## src/rtl/bus_grant_controller.sv

```systemverilog
// Round-robin arbiter/sequencer for the shared two-master serial bus.
// Collects each master's serial 2-bit slave address, waits out busy slaves and enforces a hold timeout.
module bus_grant_controller #(
  parameter int TIMEOUT = 255,
  parameter int CNT_W   = 8
) (
  input  logic       sys_clk,
  input  logic       sys_rst,
  input  logic       m1_request,
  input  logic       m2_request,
  input  logic       m1_slave_sel,
  input  logic       m2_slave_sel,
  input  logic [2:0] slave_busy,
  output logic       m1_grant,
  output logic       m2_grant,
  output logic [1:0] bus_grant,
  output logic [1:0] slave_sel,
  output logic       arbiter_busy,
  output logic       addr_err,
  output logic       timeout
);

  typedef enum logic [2:0] {
    S_IDLE    = 3'd0,
    S_ADDR_LO = 3'd1,
    S_CHECK   = 3'd2,
    S_GRANT   = 3'd3,
    S_RELEASE = 3'd4
  } state_t;

  localparam logic             LP_TO_EN    = (TIMEOUT != 0);
  localparam logic [CNT_W-1:0] LP_CNT_LAST = CNT_W'(TIMEOUT - 1);

  state_t           r_state;
  logic             r_owner;       // 0 = m1, 1 = m2
  logic             r_last_owner;
  logic             r_m1_blocked;
  logic             r_m2_blocked;
  logic [1:0]       r_addr;
  logic [CNT_W-1:0] r_cnt;
  logic             r_m1_grant;
  logic             r_m2_grant;
  logic [1:0]       r_bus_grant;
  logic [1:0]       r_slave_sel;
  logic             r_busy;
  logic             r_addr_err;
  logic             r_timeout;

  logic w_m1_elig;
  logic w_m2_elig;
  logic w_pick_m2;
  logic w_own_req;
  logic w_own_sel;
  logic w_slv_busy;

  // Busy flag of the addressed slave; address 3 has no slave and reads as idle.
  function automatic logic slave_is_busy(input logic [2:0] busy, input logic [1:0] addr);
    logic res;
    case (addr)
      2'd0:    res = busy[0];
      2'd1:    res = busy[1];
      2'd2:    res = busy[2];
      default: res = 1'b0;
    endcase
    return res;
  endfunction

  // Arbitration and owner-side input selection.
  always_comb begin
    w_m1_elig  = m1_request & ~r_m1_blocked;
    w_m2_elig  = m2_request & ~r_m2_blocked;
    if (w_m1_elig && w_m2_elig) begin
      w_pick_m2 = ~r_last_owner;
    end else begin
      w_pick_m2 = w_m2_elig;
    end
    w_own_req  = r_owner ? m2_request : m1_request;
    w_own_sel  = r_owner ? m2_slave_sel : m1_slave_sel;
    w_slv_busy = slave_is_busy(slave_busy, r_addr);
  end

  // Sequencer FSM with registered grant and status outputs.
  always_ff @(posedge sys_clk) begin
    if (!sys_rst) begin
      r_state      <= S_IDLE;
      r_owner      <= 1'b0;
      r_last_owner <= 1'b1;
      r_m1_blocked <= 1'b0;
      r_m2_blocked <= 1'b0;
      r_addr       <= 2'd0;
      r_cnt        <= '0;
      r_m1_grant   <= 1'b0;
      r_m2_grant   <= 1'b0;
      r_bus_grant  <= 2'd0;
      r_slave_sel  <= 2'd0;
      r_busy       <= 1'b0;
      r_addr_err   <= 1'b0;
      r_timeout    <= 1'b0;
    end else begin
      r_addr_err <= 1'b0;
      r_timeout  <= 1'b0;
      if (!m1_request) r_m1_blocked <= 1'b0;
      if (!m2_request) r_m2_blocked <= 1'b0;
      case (r_state)
        S_IDLE: begin
          if (w_m1_elig || w_m2_elig) begin
            r_owner   <= w_pick_m2;
            r_addr[1] <= w_pick_m2 ? m2_slave_sel : m1_slave_sel;
            r_busy    <= 1'b1;
            r_state   <= S_ADDR_LO;
          end
        end
        S_ADDR_LO: begin
          r_addr[0] <= w_own_sel;
          r_state   <= S_CHECK;
        end
        S_CHECK: begin
          if (r_addr == 2'd3) begin
            r_addr_err   <= 1'b1;
            r_last_owner <= r_owner;
            r_state      <= S_RELEASE;
          end else if (!w_own_req) begin
            r_state <= S_RELEASE;
          end else if (w_slv_busy) begin
            r_state <= S_CHECK;
          end else begin
            r_m1_grant  <= ~r_owner;
            r_m2_grant  <= r_owner;
            r_bus_grant <= r_owner ? 2'd2 : 2'd1;
            r_slave_sel <= r_addr;
            r_cnt       <= '0;
            r_state     <= S_GRANT;
          end
        end
        S_GRANT: begin
          r_cnt <= r_cnt + CNT_W'(1);
          if (!w_own_req || (LP_TO_EN && (r_cnt == LP_CNT_LAST))) begin
            r_m1_grant  <= 1'b0;
            r_m2_grant  <= 1'b0;
            r_bus_grant <= 2'd0;
            r_slave_sel <= 2'd0;
            r_state     <= S_RELEASE;
            if (w_own_req) begin
              r_timeout <= 1'b1;
              if (r_owner) r_m2_blocked <= 1'b1;
              else         r_m1_blocked <= 1'b1;
            end
          end
        end
        S_RELEASE: begin
          r_last_owner <= r_owner;
          r_busy       <= 1'b0;
          r_state      <= S_IDLE;
        end
        default: begin
          r_m1_grant  <= 1'b0;
          r_m2_grant  <= 1'b0;
          r_bus_grant <= 2'd0;
          r_slave_sel <= 2'd0;
          r_busy      <= 1'b0;
          r_state     <= S_IDLE;
        end
      endcase
    end
  end

  assign m1_grant     = r_m1_grant;
  assign m2_grant     = r_m2_grant;
  assign bus_grant    = r_bus_grant;
  assign slave_sel    = r_slave_sel;
  assign arbiter_busy = r_busy;
  assign addr_err     = r_addr_err;
  assign timeout      = r_timeout;

endmodule
```

## config.mk

```make
export PLATFORM = sky130hd
export DESIGN_NAME = bus_grant_controller
export DESIGN_NICKNAME = d
export VERILOG_FILES = /design/src/rtl/bus_grant_controller.sv
export SDC_FILE = /design/constraint.sdc
export NUM_CORES = 1
export LEC_CHECK = 0
export ABC_AREA = 1
export CAP_MARGIN = 20
export CORE_ASPECT_RATIO = 1.1
export CORE_MARGIN = 1
export CORE_UTILIZATION = 46
export CTS_BUF_LIST = sky130_fd_sc_hd__clkbuf_4 sky130_fd_sc_hd__clkbuf_8 sky130_fd_sc_hd__clkbuf_16
export DETAILED_ROUTE_END_ITERATION = 12
export PLACE_DENSITY_LB_ADDON = 0.3
export SLEW_MARGIN = 5
export SYNTH_ARGS = -nofsm -noshare
export SYNTH_HDL_FRONTEND = slang
export SYNTH_SLANG_ARGS = --single-unit
```

## constraint.sdc

```tcl
create_clock -name sys_clk -period 1.7 [get_ports sys_clk]
set_input_delay 0.34 -clock sys_clk [delete_from_list [all_inputs] [get_ports sys_clk]]
set_output_delay 0.34 -clock sys_clk [all_outputs]
set_load 0.03 [all_outputs]
```

==> impl_metrics.ini, run 1 <==
[run_status]
run_status = completed

[setup_path]
cp.arrival_ns = 1.31
max_stage_delay_ns = 0.66
crit_fanout = 1
rrSetupSlack_ns = 0.30
critPathCaptureType = output port
cp.required_ns = 1.36
slowest_stage = clkdlybuf4s50_1
crit_buf_inv = 1
crit_type = reg -> out
path_cells = clkdlybuf4s50_1
crit_family = buffers and inverters
cp-start-kind = flip-flop

[synth]
yosysSeqAreaShare_pct = 35.69
yosys.area.top_type_share_pct = 35.69
postSynthCellCount = 195
synth_top_area_cell = dfxtp_1
synth_area_leaders = dfxtp_1, nand2_1, inv_1, nor2_1, a21oi_1
avgSynthCellArea_um2 = 6.904
yosysWarnings = 0
yosysUniqueCellTypes = 27
synth_seq_cells = 24
syn-num-nets = 206
syn_area_um2 = 1346

[cts]
cts_setup_buffers = 0
clock_sinks = 24
clkTransAtPathRegs_ns = 0.14
cts_tree = yes
cts.repair.resized = 6
cts_root_buffer = clkbuf_4
clock_path_buffers = 2
htree_levels = 1
numCtsBuffers = 3
clk_latency_ns = 0.32
holdBufCountCts = 0

[sta]
grt_setup_unrepaired = false
fin_ws_ns = 0.04555
max-slew-margin-rel_pct = 78.81
timing.fmax_mhz = 604.4
clock_skew_ns = 0.01116
finalCritPeriodShare_pct = 97.32
hold_viol_final = 0
slew_viol_final = 0
setup_violations = 0
worst_slew_pin_slew_ns = 0.3173
tns_ns = 0
fin_crit_ns = 1.654

[pwr]
cellLeakagePower_nw = 0.7623
swShare_pct = 35.61
cellInternalPower_mw = 0.8157
vdd.ir_drop.worst_mv = 0.5007
combinationalPowerShare_pct = 28.9
pwr-share-seq_pct = 51.0
p_sw_mw = 0.4511
power.density_nw_per_um2 = 808.7
pwr-share-clk_pct = 20.2

[global_routing]
grt_pass1_wl_um = 4754
antenna_found_initial = 0
grt_usage_pct = 20.71
grt_pass1_vias = 1123
grt_max_degree = 14
grt-ovfl-total = 0

[routing]
dr.first_iter.drc_count = 38
vias_per_cell = 5.077
drtAntennaViolNets = 0
via_count = 1249
post_drt_wl_per_cell_um = 11.62
firstDrtPassIters = 5
drc = 0
routed_wl_um = 2859

[final_layout]
fill_cells = 281
multi_input_area_um2 = 730.7
antenna_cells = 0
area_delta_synth_final_pct = 16.36
nNetsFinal = 226
drive_gt1_share_pct = 15.02
regArea_um2 = 480.5

[hold_path]
hold_path_class = reg -> reg

[floorplan]
fp.dieW_um = 53.58
fp.dieH_um = 58.74
start_util_pct = 48.47
row_count = 20
core-area_um2 = 2778
pin_count = 18
die-area_um2 = 3147

[flow_run]
maxCapViolations = 0

[placement]
dp_hpwl_um = 2096
gp_congestion = 0.9291
dp_slack_ns = 0.02077
port_buffers = 17
## placed cells by master (no fill, tap or decap), drive strengths merged, types with 2 or more instances in the layout
cell type	count
nor3	2
dlygate4sd2	6
a21oi	16
dfxtp	24
nand3	17
o21ai	7
nor2	24
nand4	3
inv	25
clkdlybuf4s50	9
ha	2
buf	4
or2	3
nand2	62
dlymetal6s2s	2
clkbuf	3
## path summary, 6_finish.rpt
check | startpoint | endpoint | depth (start not counted)
setup reg to reg | r_owner | bus_grant[0] | 7
hold reg to reg | r_m1_blocked | r_m1_blocked | 2
setup / recovery | timeout | timeout | 1
hold / removal | r_m1_blocked | r_m1_blocked | 2
## kinds of logic (layout without fill, tap and decap cells)
group                    count (synthesis)  in the layout  share of synthesized area [%]
AND/OR/NAND/NOR                        111            111                          40.52
buffers and inverters                   31             49                          10.04
AO/OA/AOI/OAI                           26             26                          11.25
flip-flops                              24             24                          35.69
adder cells (fa/ha/maj)                  2              2                          1.858
XOR/XNOR                                 1              1                         0.6507
## power by group through the flow
stage	clock [mW]	sequential, mW	combinational [mW]
after floorplan	0	0.683	0.244
after global placement	0	0.656	0.368
after detailed placement	0	0.658	0.379
after CTS	0.264	0.645	0.366
after global routing	0.290	0.651	0.403
final	0.255	0.646	0.366
## synth_stat cells, drive strengths merged
master / number
a31oi: 1
a21oi: 16
o21ai: 7
inv: 25
o211ai: 1
dfxtp: 24
nand3: 17
xor2: 1
nand4: 3
o21bai: 1
nor3: 2
nand2: 62
or2: 3
clkbuf: 1
buf: 5
ha: 2
nor2: 24
## per-layer routing
layer	share of wire [%]	up-vias	global-route usage, %
li1	-	651	-
met1	47	568	25.83
met2	48	26	33.39
met3	3.5	4	3.101
met4	2.0	0	11.65
met5	0	-	0
## tightest hold or removal path, delay by kind of cell, from the launching register on
family	cells	cell delay, ns
compound gates	1	0.06
buf+inv	1	0.06
flops	1	0.32
## metrics by stage
| stage | util [%] | instance area, um^2 | hold slack (ns) | cells | power (mW) |
|---|---|---|---|---|---|
| global placement | 55.68 | 1546 | 0.4422 | 243 | 1.024 |
| finish | 56.40 | 1567 | 0.4650 | 246 | 1.267 |
| CTS | 56.22 | 1562 | 0.4654 | 246 | 1.274 |
| global route | 56.40 | 1567 | 0.4998 | 246 | 1.344 |
| detailed placement | 55.68 | 1546 | 0.4458 | 243 | 1.037 |
| floorplan | - | 1346 | 0.4305 | 195 | 0.9263 |
## state kept, by name, indices dropped and copies added (netlist names)
register,count
r_owner,1
r_cnt,8
r_state,3
r_m1_blocked,1
slave_sel,2
r_last_owner,1
addr_err,1
timeout,1
arbiter_busy,1
r_m2_blocked,1
r_addr,2
m2_grant,1
bus_grant,1
## cell type report
cell class	instances	share of cell area (%)
repair buffers	21	12.62
flip-flops and latches	24	30.67
well taps	33	2.636
inverters	25	5.990
multi-input cells	140	46.65
clock buffers	3	1.438
Note: power is estimated with default switching activity, not from simulation.
==> run 2, diff against run 1 <==
--- a/config.mk
+++ b/config.mk
@@ -6,10 +6,13 @@
 export NUM_CORES = 1
 export LEC_CHECK = 0
 export ABC_AREA = 1
+export ABC_CLOCK_PERIOD_IN_PS = 1700
 export CAP_MARGIN = 20
+export CELL_PAD_IN_SITES_DETAIL_PLACEMENT = 0
+export CELL_PAD_IN_SITES_GLOBAL_PLACEMENT = 1
 export CORE_ASPECT_RATIO = 1.1
 export CORE_MARGIN = 1
-export CORE_UTILIZATION = 46
+export CORE_UTILIZATION = 38
 export CTS_BUF_LIST = sky130_fd_sc_hd__clkbuf_4 sky130_fd_sc_hd__clkbuf_8 sky130_fd_sc_hd__clkbuf_16
 export DETAILED_ROUTE_END_ITERATION = 12
 export PLACE_DENSITY_LB_ADDON = 0.3
==> run 2 against run 1 <==
  * Clock power down 3%
  * Die area up 20%
  * Sequential cell count unchanged
  * Global-route usage down 3.8 points
  * Clock-buffer cell count unchanged
  * Core utilization down 9.1 points
  * Via count down 2.0%
  * Critical path depth unchanged
  * Sequential share of layout area down 0.41 points
  * Clock skew down 0.0071 ns
==> impl_metrics.ini, run 2 (synthesis results as in run 1) <==
[run_status]
run_status = completed

[cts]
numCtsBuffers = 3
clkTransAtPathRegs_ns = 0.13
clk_latency_ns = 0.31
cts_root_buffer = clkbuf_4
clock_sinks = 24
clock_path_buffers = 2
htree_levels = 1
cts_setup_buffers = 0
cts_tree = yes
holdBufCountCts = 0

[flow_run]
maxCapViolations = 0

[final_layout]
antenna_cells = 0
mostFrequentLayoutCells = nand2_1, dfxtp_1, inv_1, nor2_1
nNetsFinal = 225
area_delta_synth_final_pct = 17.94
largest_reg_flops = 8
top_register = r_cnt
fin_util_pct = 47.28
drive_gt1_share_pct = 14.62
fill_cells = 377
final_common_cell = nand2_1
top_regs = r_cnt x8, r_state x3

[hold_path]
hold_path_class = reg -> reg
holdPathStages = 2
min_from = r_m2_blocked
hold_end = r_m2_blocked

[pwr]
combinationalPowerShare_pct = 29.1
p_sw_mw = 0.4351
vdd.ir_drop.worst_mv = 0.3921
cellLeakagePower_nw = 0.7733
pwr-share-seq_pct = 51.3
power.density_nw_per_um2 = 791.5
swShare_pct = 34.62
cellInternalPower_mw = 0.8216
pwr-share-clk_pct = 19.6

[global_routing]
antenna_found_initial = 0
grt_max_degree = 13
grt_usage_pct = 16.92
grt_pass1_vias = 1182
grt_pass1_wl_um = 4940
grt-ovfl-total = 0

[setup_path]
crit_fanout = 2
slowest_stage = clkdlybuf4s50_1
crit-reg2reg-launch = r_owner
r2r_end = bus_grant[0]
critPathCaptureType = output port
rrSetupSlack_ns = 0.30
path_cells = clkdlybuf4s50_1
cp.required_ns = 1.36
crit_type = reg -> out
crit_buf_inv = 1
cp-start-kind = flip-flop
crit_family = buffers and inverters
cp.arrival_ns = 1.31
reg2reg_depth = 8
cp_num_cells = 1
max_stage_delay_ns = 0.66

[sta]
fin_crit_ns = 1.655
hold_slack_ns = 0.4629
finalCritPeriodShare_pct = 97.34
max-slew-margin-rel_pct = 77.85
hold_viol_final = 0
clock_skew_ns = 0.004104
worst_slew_pin_slew_ns = 0.3318
setup_violations = 0
grt_setup_unrepaired = false
slew_viol_final = 0
fin_ws_ns = 0.04525
timing.fmax_mhz = 604.3
tns_ns = 0

[routing]
firstDrtPassIters = 4
vias_per_cell = 4.708
dr.first_iter.drc_count = 33
drtAntennaViolNets = 0
post_drt_wl_per_cell_um = 10.28
via_count = 1224
routed_wl_um = 2673
drc = 0

[placement]
port_buffers = 17
gp_congestion = 0.7429
dp_slack_ns = 0.01960
dp_hpwl_um = 2071

[floorplan]
fp.dieW_um = 58.75
row_count = 22
die-area_um2 = 3785
start_util_pct = 40.09
core-area_um2 = 3358
pin_count = 18
fp.dieH_um = 64.43
run 2: changes by cell type in the layout (fill, tap and decap cells not counted), sizes merged:
cell	delta
dlygate4sd2	-4
buf	-1
clkdlybuf4s50	+2
dlymetal6s2s	+2
run 2: final cells by class:
cell class              count  area [um^2]  share of cell area (%)
multi-input cells         140        730.7                   46.02
flip-flops and latches     24        480.5                   30.26
repair buffers             20        200.2                   12.61
inverters                  25        93.84                   5.910
well taps                  48        60.06                   3.783
clock buffers               3        22.52                   1.418
run 2: per-stage QoR:
stage               instances  instance area, um^2  power, mW
finish                    260                 1588      1.257
global route              260                 1588      1.345
CTS                       260                 1578      1.276
detailed placement        257                 1558      1.031
global placement          257                 1558      1.028
floorplan                 195                 1346     0.9263
run 2: what timing repair did:
item | 4_1_cts | 5_1_grt
gates resized for setup | 2 | 4
endpoints found under the setup margin | 3 | 4
hold endpoints to repair | 0 | 0
run 2: worst max path at each step:
stage / startpoint / end / slack, ns
after floorplan: r_cnt[0] / m2_grant / 0.49
after global placement: m2_request / slave_sel[1] / 0.04
after global routing: timeout / timeout / 0.002
after CTS: bus_grant[0] / bus_grant[0] / 0.0008
final: slave_sel[1] / slave_sel[1] / 0.05
after detailed placement: m1_request / r_addr[1] / 0.02
run 2: power by group through the flow:
stage          sequential, mW  clock (mW)  combinational, mW
6_report                0.645       0.247              0.365
5_1_grt                 0.651       0.278              0.416
4_1_cts                 0.645       0.261              0.370
3_5_place_dp            0.657           0              0.374
3_3_place_gp            0.657           0              0.371
2_1_floorplan           0.683           0              0.244
run 2: routing by layer:
metal / wire length, um / track usage [%] / vias up
met3: 54 / 2.395 / 2
met1: 1264 / 19.33 / 554
met4: 29 / 7.143 / 0
met5: 0 / 0 / -
met2: 1325 / 30.68 / 14
li1: - / - / 654
==> run 3, diff against run 2 <==
--- a/config.mk
+++ b/config.mk
@@ -6,13 +6,13 @@
 export NUM_CORES = 1
 export LEC_CHECK = 0
 export ABC_AREA = 1
-export ABC_CLOCK_PERIOD_IN_PS = 1700
+export ABC_CLOCK_PERIOD_IN_PS = 1400
 export CAP_MARGIN = 20
 export CELL_PAD_IN_SITES_DETAIL_PLACEMENT = 0
 export CELL_PAD_IN_SITES_GLOBAL_PLACEMENT = 1
 export CORE_ASPECT_RATIO = 1.1
 export CORE_MARGIN = 1
-export CORE_UTILIZATION = 38
+export CORE_UTILIZATION = 35
 export CTS_BUF_LIST = sky130_fd_sc_hd__clkbuf_4 sky130_fd_sc_hd__clkbuf_8 sky130_fd_sc_hd__clkbuf_16
 export DETAILED_ROUTE_END_ITERATION = 12
 export PLACE_DENSITY_LB_ADDON = 0.3
==> constraint.sdc (replaced) <==
create_clock -name sys_clk -period 1.4 [get_ports sys_clk]
set_input_delay 0.28 -clock sys_clk [delete_from_list [all_inputs] [get_ports sys_clk]]
set_output_delay 0.28 -clock sys_clk [all_outputs]
set_load 0.03 [all_outputs]
==> run 3 against run 2 <==
  * Via count increased by 2.0%
  * Wire length rose by 4.1%
  * First-iteration DRC count grew 91%
  * Combinational power rose by 30%
  * Final cell count grew 3.8%
  * Critical path depth is 8 higher
  * Final area is 6.1% higher
  * Clock power up 93%
  * Worst setup slack gained 0.029 ns
  * Die area rose by 8.3%
  * Worst hold slack worse by 0.0073 ns
  * Highest routed layer unchanged
==> impl_metrics.ini, run 3 (synthesis results as in run 1) <==
[setup_path]
cp.required_ns = 1.61
path_cells = clkdlybuf4s50_1 -> nand2_2 -> nand2_4 -> nand3_2 -> nand2_4 -> inv_1 -> nor2_1 -> nor2_1 -> nor2_1
crit_type = in -> reg
max_stage_delay_ns = 0.51
cp.arrival_ns = 1.54
slowest_stage = clkdlybuf4s50_1
cp-start-kind = input pin
critPathCaptureType = flip-flop
crit_top_cell = nor2_1
crit_fanout = 5
crit_family = simple AND/OR/NAND/NOR gates
crit_buf_inv = 2

[routing]
wl_met1_um = 1236
vias_per_cell = 4.622
wl_met2_um = 1422
routed_wl_um = 2782
wl_met3_um = 75
drtAntennaViolNets = 0
top_layer = met4
drc = 0
post_drt_wl_per_cell_um = 10.30
firstDrtPassIters = 4
dr.first_iter.drc_count = 63
via_count = 1248

[final_layout]
fin_util_pct = 46.08
top_register = r_cnt
fill_cells = 407
largest_reg_flops = 8
area_delta_synth_final_pct = 25.09
final_common_cell = nand2_1
antenna_cells = 0
mostFrequentLayoutCells = nand2_1, inv_1, dfxtp_1
finalNonFillerCells = 270
regArea_um2 = 485.5
drive_gt1_share_pct = 21.82
nNetsFinal = 232
multi_input_area_um2 = 753.2
top_regs = r_cnt x8, r_state x3

[sta]
hold_slack_ns = 0.4556
hold_viol_final = 0
worst_slew_pin_slew_ns = 0.3001
clock_skew_ns = 0.002031
timing.fmax_mhz = 754.4
finalCritPeriodShare_pct = 94.68
setup_violations = 0
max-slew-margin-rel_pct = 80.08
fin_crit_ns = 1.326
fin_ws_ns = 0.07447
grt_setup_unrepaired = true
slew_viol_final = 0

[cts]
htree_levels = 1
clock_path_buffers = 2
clock_sinks = 24
cts_root_buffer = clkbuf_8
clkTransAtPathRegs_ns = 0.08
clk_latency_ns = 0.27
numCtsBuffers = 3
cts_tree = yes

[global_routing]
grt_usage_pct = 16.15
grt_max_degree = 14
grt_pass1_vias = 1204
grt-ovfl-total = 0
antenna_found_initial = 0
grt_pass1_wl_um = 4905

[placement]
dp_slack_ns = -0.2003
gp_congestion = 0.7393
dp_hpwl_um = 2217
place_inst = 265
port_buffers = 17

[floorplan]
fp.dieH_um = 67.05
die-area_um2 = 4099
core-area_um2 = 3655
start_util_pct = 36.84
fp.dieW_um = 61.14
row_count = 23
pin_count = 18

[hold_path]
hold_path_class = reg -> reg

[run_status]
run_status = completed

[pwr]
cellLeakagePower_nw = 0.7933
power.density_nw_per_um2 = 1027
vdd.ir_drop.worst_mv = 0.3990

[flow_run]
maxCapViolations = 0
## run 3: cell count changes in the layout (fill, tap and decap cells not counted), moves of 4 or more
cell / delta
dlymetal6s2s_1: -4
clkbuf_8: +4
dfxtp_1: -4
dlygate4sd2_1: +7
dfxtp_2: +4
buf_4: +7
## run 3: power by group
group | leakage [nW] | total (mW) | internal (mW) | switching, mW
Sequential | 0.197 | 0.780 | 0.733 | 0.0468
Clock | 0.0288 | 0.477 | 0.251 | 0.226
Combinational | 0.568 | 0.473 | 0.178 | 0.295
Total | 0.793 | 1.73 | 1.16 | 0.568
## run 3: layout make-up
cell class / instances / share of cell area (%)
flip-flops and latches: 24 / 28.83
multi-input cells: 140 / 44.72
repair buffers: 27 / 13.89
well taps: 50 / 3.715
clock buffers: 4 / 3.269
inverters: 25 / 5.572
## run 3: final timing paths
path / slack [ns] / start / to / depth (start not counted)
hold / removal: 0.46 / r_m1_blocked / r_m1_blocked / 2
setup reg to reg: 0.10 / r_state[1] / r_cnt[7] / 8
setup / recovery: 0.07 / m1_request / m2_grant / 9
hold reg to reg: 0.46 / r_m1_blocked / r_m1_blocked / 2
## run 3: worst reg2reg max path, delay by kind of cell (launching register included)
kind            cells  cell delay [ns]
flops               1             0.43
simple gates        6             0.65
compound gates      1             0.13
buf+inv             1             0.04
## run 3: what timing repair did
action	4_1_cts	5_1_grt
gates resized for setup	9	11
pin swaps	0	4
hold buffers	0	0
buffers inserted	0	1
setup endpoints to repair	9	7
## run 3: per-layer routing
layer | up-vias | GRT usage [%]
met2 | 15 | 28.26
met1 | 563 | 18.75
met5 | - | 0
met4 | 0 | 6.818
li1 | 665 | -
met3 | 5 | 2.913
## run 3: per-stage QoR
step	TNS, ns	instance area (um^2)	total power, mW
finish	0	1684	1.730
global placement	-2.379	1605	1.270
detailed placement	-2.650	1605	1.276
CTS	0	1649	1.736
global route	-0.01837	1684	1.831
floorplan	0	1346	1.125
